`config.mk`:
```
export PLATFORM = sky130hd
export DESIGN_NAME = beethoven_stream_reader_flat
export DESIGN_NICKNAME = d
export VERILOG_FILES = /design/src/rtl/beethoven_stream_reader_if.sv /design/src/rtl/beethoven_stream_reader.sv /design/src/flat_wrapper.sv
export SDC_FILE = /design/constraint.sdc
export NUM_CORES = 2
export LEC_CHECK = 0
export ABC_AREA = 1
export CORE_ASPECT_RATIO = 1.1
export CORE_UTILIZATION = 33
export CTS_CLUSTER_DIAMETER = 120
export DETAILED_ROUTE_END_ITERATION = 6
export PLACE_DENSITY = 0.45
export SYNTH_ARGS = -nofsm -noshare
export SYNTH_HDL_FRONTEND = slang
export SYNTH_SLANG_ARGS = --single-unit
```
`constraint.sdc`:
```
create_clock -name clock -period 20.8 [get_ports clock]
set_clock_uncertainty 0.15 [all_clocks]
set_input_delay 4.16 -clock clock [delete_from_list [all_inputs] [get_ports clock]]
set_output_delay 4.16 -clock clock [all_outputs]
set_load 0.03 [all_outputs]
```
`src/rtl/beethoven_stream_reader_if.sv`:
```
// beethoven_stream_reader_if
//   Bundles the three channels around the stream reader:
//     - request channel from the core (req_*)
//     - beat stream back to the core (data*, inProgress)
//     - memory read address / read data channels (mem_ar_*, mem_r_*)
//   Modports:
//     slave  : the stream reader itself
//     master : the environment (core + memory) driving the reader
interface beethoven_stream_reader_if #(
    parameter int DATA_BYTES = 16,
    parameter int ADDR_W     = 64,
    parameter int LEN_W      = 34
);
    logic                    req_valid;
    logic                    req_ready;
    logic [LEN_W-1:0]        req_len;
    logic [ADDR_W-1:0]       req_addr_address;
    logic                    inProgress;

    logic                    data_valid;
    logic                    data_ready;
    logic [8*DATA_BYTES-1:0] data;

    logic                    mem_ar_valid;
    logic                    mem_ar_ready;
    logic [ADDR_W-1:0]       mem_ar_addr;
    logic [7:0]              mem_ar_len;
    logic                    mem_r_valid;
    logic                    mem_r_ready;
    logic [8*DATA_BYTES-1:0] mem_r_data;
    logic                    mem_r_last;

    modport slave (
        input  req_valid, req_len, req_addr_address, data_ready,
               mem_ar_ready, mem_r_valid, mem_r_data, mem_r_last,
        output req_ready, inProgress, data_valid, data,
               mem_ar_valid, mem_ar_addr, mem_ar_len, mem_r_ready
    );

    modport master (
        output req_valid, req_len, req_addr_address, data_ready,
               mem_ar_ready, mem_r_valid, mem_r_data, mem_r_last,
        input  req_ready, inProgress, data_valid, data,
               mem_ar_valid, mem_ar_addr, mem_ar_len, mem_r_ready
    );
endinterface

```
`src/rtl/beethoven_stream_reader.sv`:
```
// beethoven_stream_reader
//   Accepts one (addr, len) read request at a time, splits it into memory
//   bursts of at most MAX_BURST beats that never cross a 4 KiB page, and
//   streams the returned beats to the core through a FIFO_DEPTH-beat buffer.
//   Bursts are only issued when the buffer has room reserved for every beat,
//   so the memory read-data channel can be permanently ready.
// Ports:
//   clock : clock
//   reset : asynchronous active-high reset
//   bus   : beethoven_stream_reader_if.slave (request, beat stream, memory)
module beethoven_stream_reader #(
    parameter int DATA_BYTES = 16,
    parameter int ADDR_W     = 64,
    parameter int LEN_W      = 34,
    parameter int MAX_BURST  = 16,
    parameter int FIFO_DEPTH = 32
) (
    input logic                       clock,
    input logic                       reset,
    beethoven_stream_reader_if.slave  bus
);
    localparam int OFF_W = $clog2(DATA_BYTES);
    localparam int DW    = 8 * DATA_BYTES;
    localparam int PTR_W = $clog2(FIFO_DEPTH);
    localparam int CNT_W = PTR_W + 1;
    localparam int MW    = (LEN_W > 13) ? LEN_W : 13;

    typedef enum logic [1:0] {IDLE, ISSUE, DRAIN} state_t;

    state_t            state;
    state_t            state_next;
    logic [ADDR_W-1:0] addr_q;
    logic [LEN_W-1:0]  beats_to_issue;
    logic [LEN_W-1:0]  beats_to_deliver;
    logic [CNT_W-1:0]  outstanding;
    logic [CNT_W-1:0]  occupancy;
    logic [PTR_W-1:0]  wr_ptr;
    logic [PTR_W-1:0]  rd_ptr;
    logic [DW-1:0]     fifo_mem [FIFO_DEPTH];

    logic [12:0]       page_rem;
    logic [12:0]       beats_to_page;
    logic [MW-1:0]     burst_min;
    logic [8:0]        burst_beats;
    logic [MW-1:0]     credit;
    logic              credit_ok;

    logic              req_fire;
    logic              ar_fire;
    logic              push;
    logic              pop;

    assign req_fire = bus.req_valid && bus.req_ready;
    assign ar_fire  = bus.mem_ar_valid && bus.mem_ar_ready;
    assign push     = bus.mem_r_valid;
    assign pop      = bus.data_valid && bus.data_ready;

    // Burst length is the tightest of: burst cap, remaining beats, and beats
    // left before the next 4 KiB page. The buffer credit counts both beats
    // already stored and beats promised by bursts still in flight; it can only
    // grow while a burst waits, so a raised mem_ar_valid never drops.
    always_comb begin
        page_rem      = 13'd4096 - {1'b0, addr_q[11:0]};
        beats_to_page = page_rem >> OFF_W;
        burst_min     = MW'(beats_to_issue);
        if (burst_min > MW'(MAX_BURST)) begin
            burst_min = MW'(MAX_BURST);
        end
        if (burst_min > MW'(beats_to_page)) begin
            burst_min = MW'(beats_to_page);
        end
        burst_beats = 9'(burst_min);
        credit      = MW'(FIFO_DEPTH) - MW'(occupancy) - MW'(outstanding);
        credit_ok   = credit >= MW'(burst_beats);
    end

    always_comb begin
        state_next = state;
        case (state)
            IDLE: begin
                if (req_fire) begin
                    state_next = ((bus.req_len >> OFF_W) == '0) ? DRAIN : ISSUE;
                end
            end
            ISSUE: begin
                if (ar_fire && (beats_to_issue == LEN_W'(burst_beats))) begin
                    state_next = DRAIN;
                end
            end
            DRAIN: begin
                // Leave on the last pop itself so inProgress drops the
                // very next cycle.
                if ((beats_to_deliver == '0) ||
                    ((beats_to_deliver == LEN_W'(1)) && pop)) begin
                    state_next = IDLE;
                end
            end
            default: state_next = IDLE;
        endcase
    end

    always_ff @(posedge clock or posedge reset) begin
        if (reset) begin
            state <= IDLE;
        end else begin
            state <= state_next;
        end
    end

    always_ff @(posedge clock or posedge reset) begin
        if (reset) begin
            addr_q           <= '0;
            beats_to_issue   <= '0;
            beats_to_deliver <= '0;
        end else if (req_fire) begin
            addr_q           <= bus.req_addr_address & ~ADDR_W'(DATA_BYTES - 1);
            beats_to_issue   <= bus.req_len >> OFF_W;
            beats_to_deliver <= bus.req_len >> OFF_W;
        end else begin
            if (ar_fire) begin
                addr_q         <= addr_q + (ADDR_W'(burst_beats) << OFF_W);
                beats_to_issue <= beats_to_issue - LEN_W'(burst_beats);
            end
            if (pop) begin
                beats_to_deliver <= beats_to_deliver - LEN_W'(1);
            end
        end
    end

    always_ff @(posedge clock or posedge reset) begin
        if (reset) begin
            outstanding <= '0;
            occupancy   <= '0;
            wr_ptr      <= '0;
            rd_ptr      <= '0;
        end else begin
            outstanding <= outstanding
                         + (ar_fire ? CNT_W'(burst_beats) : CNT_W'(0))
                         - (push ? CNT_W'(1) : CNT_W'(0));
            case ({push, pop})
                2'b10:   occupancy <= occupancy + CNT_W'(1);
                2'b01:   occupancy <= occupancy - CNT_W'(1);
                default: occupancy <= occupancy;
            endcase
            if (push) begin
                wr_ptr <= wr_ptr + PTR_W'(1);
            end
            if (pop) begin
                rd_ptr <= rd_ptr + PTR_W'(1);
            end
        end
    end

    always_ff @(posedge clock) begin
        if (push) begin
            fifo_mem[wr_ptr] <= bus.mem_r_data;
        end
    end

    assign bus.req_ready    = (state == IDLE) && !reset;
    assign bus.inProgress   = (state != IDLE);
    assign bus.mem_ar_valid = (state == ISSUE) && credit_ok;
    assign bus.mem_ar_addr  = addr_q;
    assign bus.mem_ar_len   = 8'(burst_beats - 9'd1);
    assign bus.mem_r_ready  = 1'b1;
    assign bus.data_valid   = (occupancy != '0);
    assign bus.data         = fifo_mem[rd_ptr];

    // Space is reserved before every burst, so a push into a full buffer
    // means the credit accounting is broken.
    overflow_check: assert property (@(posedge clock) disable iff (reset)
        (bus.mem_r_valid && !pop) |-> (occupancy < CNT_W'(FIFO_DEPTH)));

    unexpected_beat_check: assert property (@(posedge clock) disable iff (reset)
        bus.mem_r_valid |-> (outstanding != '0));

    // The final outstanding beat necessarily ends a burst.
    last_beat_check: assert property (@(posedge clock) disable iff (reset)
        (bus.mem_r_valid && (outstanding == CNT_W'(1))) |-> bus.mem_r_last);
endmodule

```
`src/flat_wrapper.sv`:
```
// flat-port wrapper written by rule: the top's interface ports become plain ports
module beethoven_stream_reader_flat 
#(
    parameter int DATA_BYTES = 16,
    parameter int ADDR_W     = 64,
    parameter int LEN_W      = 34,
    parameter int MAX_BURST  = 16,
    parameter int FIFO_DEPTH = 32
)
  (clock, reset, bus_req_valid, bus_req_len, bus_req_addr_address, bus_data_ready, bus_mem_ar_ready, bus_mem_r_valid, bus_mem_r_data, bus_mem_r_last, bus_req_ready, bus_inProgress, bus_data_valid, bus_data, bus_mem_ar_valid, bus_mem_ar_addr, bus_mem_ar_len, bus_mem_r_ready);
  beethoven_stream_reader_if #(.DATA_BYTES(DATA_BYTES), .ADDR_W(ADDR_W), .LEN_W(LEN_W)) bus_i ();
  input logic clock;
  input logic reset;
  input wire logic [$bits(bus_i.req_valid)-1:0] bus_req_valid;
  input wire logic [$bits(bus_i.req_len)-1:0] bus_req_len;
  input wire logic [$bits(bus_i.req_addr_address)-1:0] bus_req_addr_address;
  input wire logic [$bits(bus_i.data_ready)-1:0] bus_data_ready;
  input wire logic [$bits(bus_i.mem_ar_ready)-1:0] bus_mem_ar_ready;
  input wire logic [$bits(bus_i.mem_r_valid)-1:0] bus_mem_r_valid;
  input wire logic [$bits(bus_i.mem_r_data)-1:0] bus_mem_r_data;
  input wire logic [$bits(bus_i.mem_r_last)-1:0] bus_mem_r_last;
  output wire logic [$bits(bus_i.req_ready)-1:0] bus_req_ready;
  output wire logic [$bits(bus_i.inProgress)-1:0] bus_inProgress;
  output wire logic [$bits(bus_i.data_valid)-1:0] bus_data_valid;
  output wire logic [$bits(bus_i.data)-1:0] bus_data;
  output wire logic [$bits(bus_i.mem_ar_valid)-1:0] bus_mem_ar_valid;
  output wire logic [$bits(bus_i.mem_ar_addr)-1:0] bus_mem_ar_addr;
  output wire logic [$bits(bus_i.mem_ar_len)-1:0] bus_mem_ar_len;
  output wire logic [$bits(bus_i.mem_r_ready)-1:0] bus_mem_r_ready;
  assign bus_i.req_valid = bus_req_valid;
  assign bus_i.req_len = bus_req_len;
  assign bus_i.req_addr_address = bus_req_addr_address;
  assign bus_i.data_ready = bus_data_ready;
  assign bus_i.mem_ar_ready = bus_mem_ar_ready;
  assign bus_i.mem_r_valid = bus_mem_r_valid;
  assign bus_i.mem_r_data = bus_mem_r_data;
  assign bus_i.mem_r_last = bus_mem_r_last;
  assign bus_req_ready = bus_i.req_ready;
  assign bus_inProgress = bus_i.inProgress;
  assign bus_data_valid = bus_i.data_valid;
  assign bus_data = bus_i.data;
  assign bus_mem_ar_valid = bus_i.mem_ar_valid;
  assign bus_mem_ar_addr = bus_i.mem_ar_addr;
  assign bus_mem_ar_len = bus_i.mem_ar_len;
  assign bus_mem_r_ready = bus_i.mem_r_ready;
  beethoven_stream_reader #(.DATA_BYTES(DATA_BYTES), .ADDR_W(ADDR_W), .LEN_W(LEN_W), .MAX_BURST(MAX_BURST), .FIFO_DEPTH(FIFO_DEPTH)) u_core (.clock(clock), .reset(reset), .bus(bus_i));
endmodule
```
==> out/metrics.yaml <==
status: "complete, no violations"
finalPower_mw: 28.5
ys_warn_count: 0
sequentialPowerShare_pct: 36.2
finalHoldViolCount: 0
synth_common_cells: "edfxtp_1, nor2_1, o21ai_0"
slew_viol_final: 0
synth_cell_type_count: 58
place_hpwl_mm: 277
place_inst: 19900
r2r_setup_slack_ns: 13.62
ir_worst_vdd_mv: 0.187
fmax_ghz: 0.0877
cp_top_family: "buffers and inverters"
syn_area_um2: 171000
arrival_ns: 7.09
hold_ws_ns: 0.357
worstPathMaxFanout: 217
synth_cells: 13400
cp_num_buf_inv: 6
hold_buffers: 0
critPathSlowestCell: "buf_4"
track_usage_pct: 21.2
switching_power_mw: 11.2
r2r_start: "u_core.bus.mem_ar_addr[4]$_DFFE_PP0N_"
cts_max_level: 5
path_clk_slew_ns: 0.06
final_antenna_net_count: 0
hp-class: "reg -> reg"
min-delay-start: "u_core.beats_to_deliver[32]$_DFFE_PP0P_"
end_kind: "primary output"
area_growth_pct: 14.7
cts_tree: "built"
whs_endpoint: "u_core.beats_to_deliver[32]$_DFFE_PP0P_"
start_util_pct: 33.2
finalCritPeriodShare_pct: 54.8
synth.avg_cell_area_um2: 12.8
synth_area_leader_cell: "edfxtp_1"
internal_power_mw: 17.2
design.die.area_um2: 521000
combPwrFrac_pct: 36.5
leakage_nw: 63.1
swShare_pct: 39.5
core-area_um2: 515000
finish.instance_area_um2: 196000
grt_first_pass_wirelength_mm: 808
dpl_cell_area_um2: 182000
first_global_vias: 107000
setup_viol: 0
initialDrtViolationCount: 10200
dr.pass1.iters: 5
nets: 13900
post-route-util_pct: 38.1
cts_buffers: 452
ys_ff_latch: 4248
reg2regPathDepth: 36
post_cts_buffers: 0
fin_crit_ns: 11.40
critical_path.cell_chain: "inv_8 > buf_12 > buf_4 > buf_4 > o21ai_0 > o22ai_1 > o21ai_0 > o21ai_1 > inv_1 > a21oi_1 > clkdlybuf4s50_1"
drive_above_1_share_pct: 6.48
timing.rr.end: "u_core.outstanding[5]$_DFF_PP0_"
final_cells: 20800
tightest_slew_ns: 1.27
yosysSeqAreaShare_pct: 74.2
drc_errors: 0
criticalPathCategory: "reg -> out"
clk_latency_ns: 1.02
worstPathRequired_ns: 16.49
synth_edf_count: 4096
wl_per_cell_um: 27.5
cp-start-kind: "flip-flop"
synthTopCellsByArea: "edfxtp_1, o21ai_0, nor2_1"
place.gp.congestion: 0.794
hold_path_depth: 1
p_clk_share_pct: 27.3
cap_violations: 0
netlist.area_leader.share_pct: 71.9
place_ws_ns: 10.27
clock-sinks: 4248
power_density_nw_per_um2: 145
fp.dieW_um: 688
place.port_buffers: 423
nFillCells: 49200
ctsLongestPathBuffers: 4
cts_root_buf: "clkbuf_16"
max-slew-margin-rel_pct: 15.7
grt_max_degree: 218
tns_ns: 0
row_count: 276
grt-ovfl-total: 0
avgViaCountPerCell: 5.34
synthFlopType: "edfxtp_1"
fin_ws_ns: 9.40
ios: 438
rsz0062_at_grt: "no"
grt_antenna_before_repair: 61
chipHeight_um: 757
vias: 111000
finalWirelength_mm: 570
cp_slowest_stage_delay_ns: 0.82
cts_resized: 0
synth.most_common_cell: "edfxtp_1"
async_reset_ff_share_pct: 3.58
-- per-layer routing --
| metal | share of wire (%) | vias to the layer above | GRT usage, % |
|---|---|---|---|
| li1 | - | 49900 | - |
| met1 | 45 | 57500 | 29.5 |
| met2 | 48 | 2774 | 35.4 |
| met3 | 4.9 | 693 | 2.75 |
| met4 | 2.2 | 32 | 4.76 |
| met5 | 0.034 | - | 0 |
-- worst max path at each step --
stage | start | end | slack [ns] | cells after the start
2_1_floorplan | bus_mem_r_valid | u_core.fifo_mem[31][0]$_DFFE_PP_ | 9.81 | 5
4_1_cts | u_core.rd_ptr[0]$_DFFE_PP0P_ | bus_data[38] | 9.12 | 11
3_5_place_dp | u_core.rd_ptr[0]$_DFFE_PP0P_ | bus_data[38] | 10.27 | 11
6_report | u_core.rd_ptr[0]$_DFFE_PP0P_ | bus_data[38] | 9.40 | 11
5_1_grt | u_core.rd_ptr[0]$_DFFE_PP0P_ | bus_data[46] | 8.76 | 11
3_3_place_gp | u_core.rd_ptr[0]$_DFFE_PP0P_ | bus_data[38] | 10.28 | 11
-- kinds of logic after synthesis --
family                   count (synthesis)  synth area share (%)
AND/OR/NAND/NOR                       4068                  9.48
XOR/XNOR                               115                 0.589
AO/OA/AOI/OAI                         3654                  12.2
other                                    2               0.00439
buffers and inverters                 1190                  2.94
flip-flops                            4248                  74.2
adder cells (fa/ha/maj)                 80                 0.607
-- area by class of cell --
type                       instances  area, um^2  share of cell area [%]
timing repair buffer             633        6210                    3.17
multi-input combinational       7926       39400                    20.1
inverter                         297        1170                   0.599
clock inverter                   248        1970                    1.00
sequential                      4248      127000                    64.7
clock buffer                     577       12000                    6.11
tap                             6811        8520                    4.35
antenna                           17        42.5                  0.0217
-- sequential cells by signal, summed over array words and instances (netlist names) --
signal                   count
u_core.beats_to_deliver     34
u_core.wr_ptr                5
u_core.fifo_mem           4096
u_core.rd_ptr                5
u_core.outstanding           6
u_core.bus.mem_ar_addr      60
u_core.beats_to_issue       34
u_core.state                 2
u_core.occupancy             6
-- placed cells by master (no fill, tap or decap), types with 86 or more instances in the layout --
| master | netlist | routed |
|---|---|---|
| edfxtp_1 | 4096 | 4096 |
| nor2_1 | 2467 | 2434 |
| o21ai_0 | 2176 | 2176 |
| nand2_1 | 1049 | 1049 |
| o22ai_1 | 700 | 700 |
| clkbuf_16 | 0 | 460 |
| clkdlybuf4s50_1 | 0 | 423 |
| nand3_1 | 336 | 336 |
| o221ai_1 | 307 | 307 |
| inv_1 | 282 | 278 |
| a21oi_1 | 192 | 192 |
| buf_4 | 48 | 178 |
| dfrtp_1 | 152 | 148 |
| clkbuf_1 | 596 | 114 |
| clkinv_1 | 2 | 109 |
| clkinv_2 | 0 | 91 |
| xor2_1 | 86 | 86 |
-- power groups by stage --
| stage | clock network, mW | logic [mW] | registers, mW |
|---|---|---|---|
| after global placement | 0 | 10.6 | 10.5 |
| after global routing | 8.25 | 11.4 | 10.3 |
| after detailed placement | 0 | 10.5 | 10.5 |
| final | 7.78 | 10.4 | 10.3 |
| after floorplan | 0 | 6.32 | 10.5 |
| after CTS | 7.95 | 10.6 | 10.3 |
-- worst reg2reg max path: cells and delay by family (launching register included) --
| family | cells | cell delay (ns) |
|---|---|---|
| simple gates | 19 | 2.48 |
| fa+ha+maj | 5 | 1.46 |
| xor+xnor | 2 | 0.34 |
| compound gates | 4 | 0.52 |
| flops | 1 | 0.45 |
| buf+inv | 6 | 1.71 |
Power figures use the tool's default switching activity.
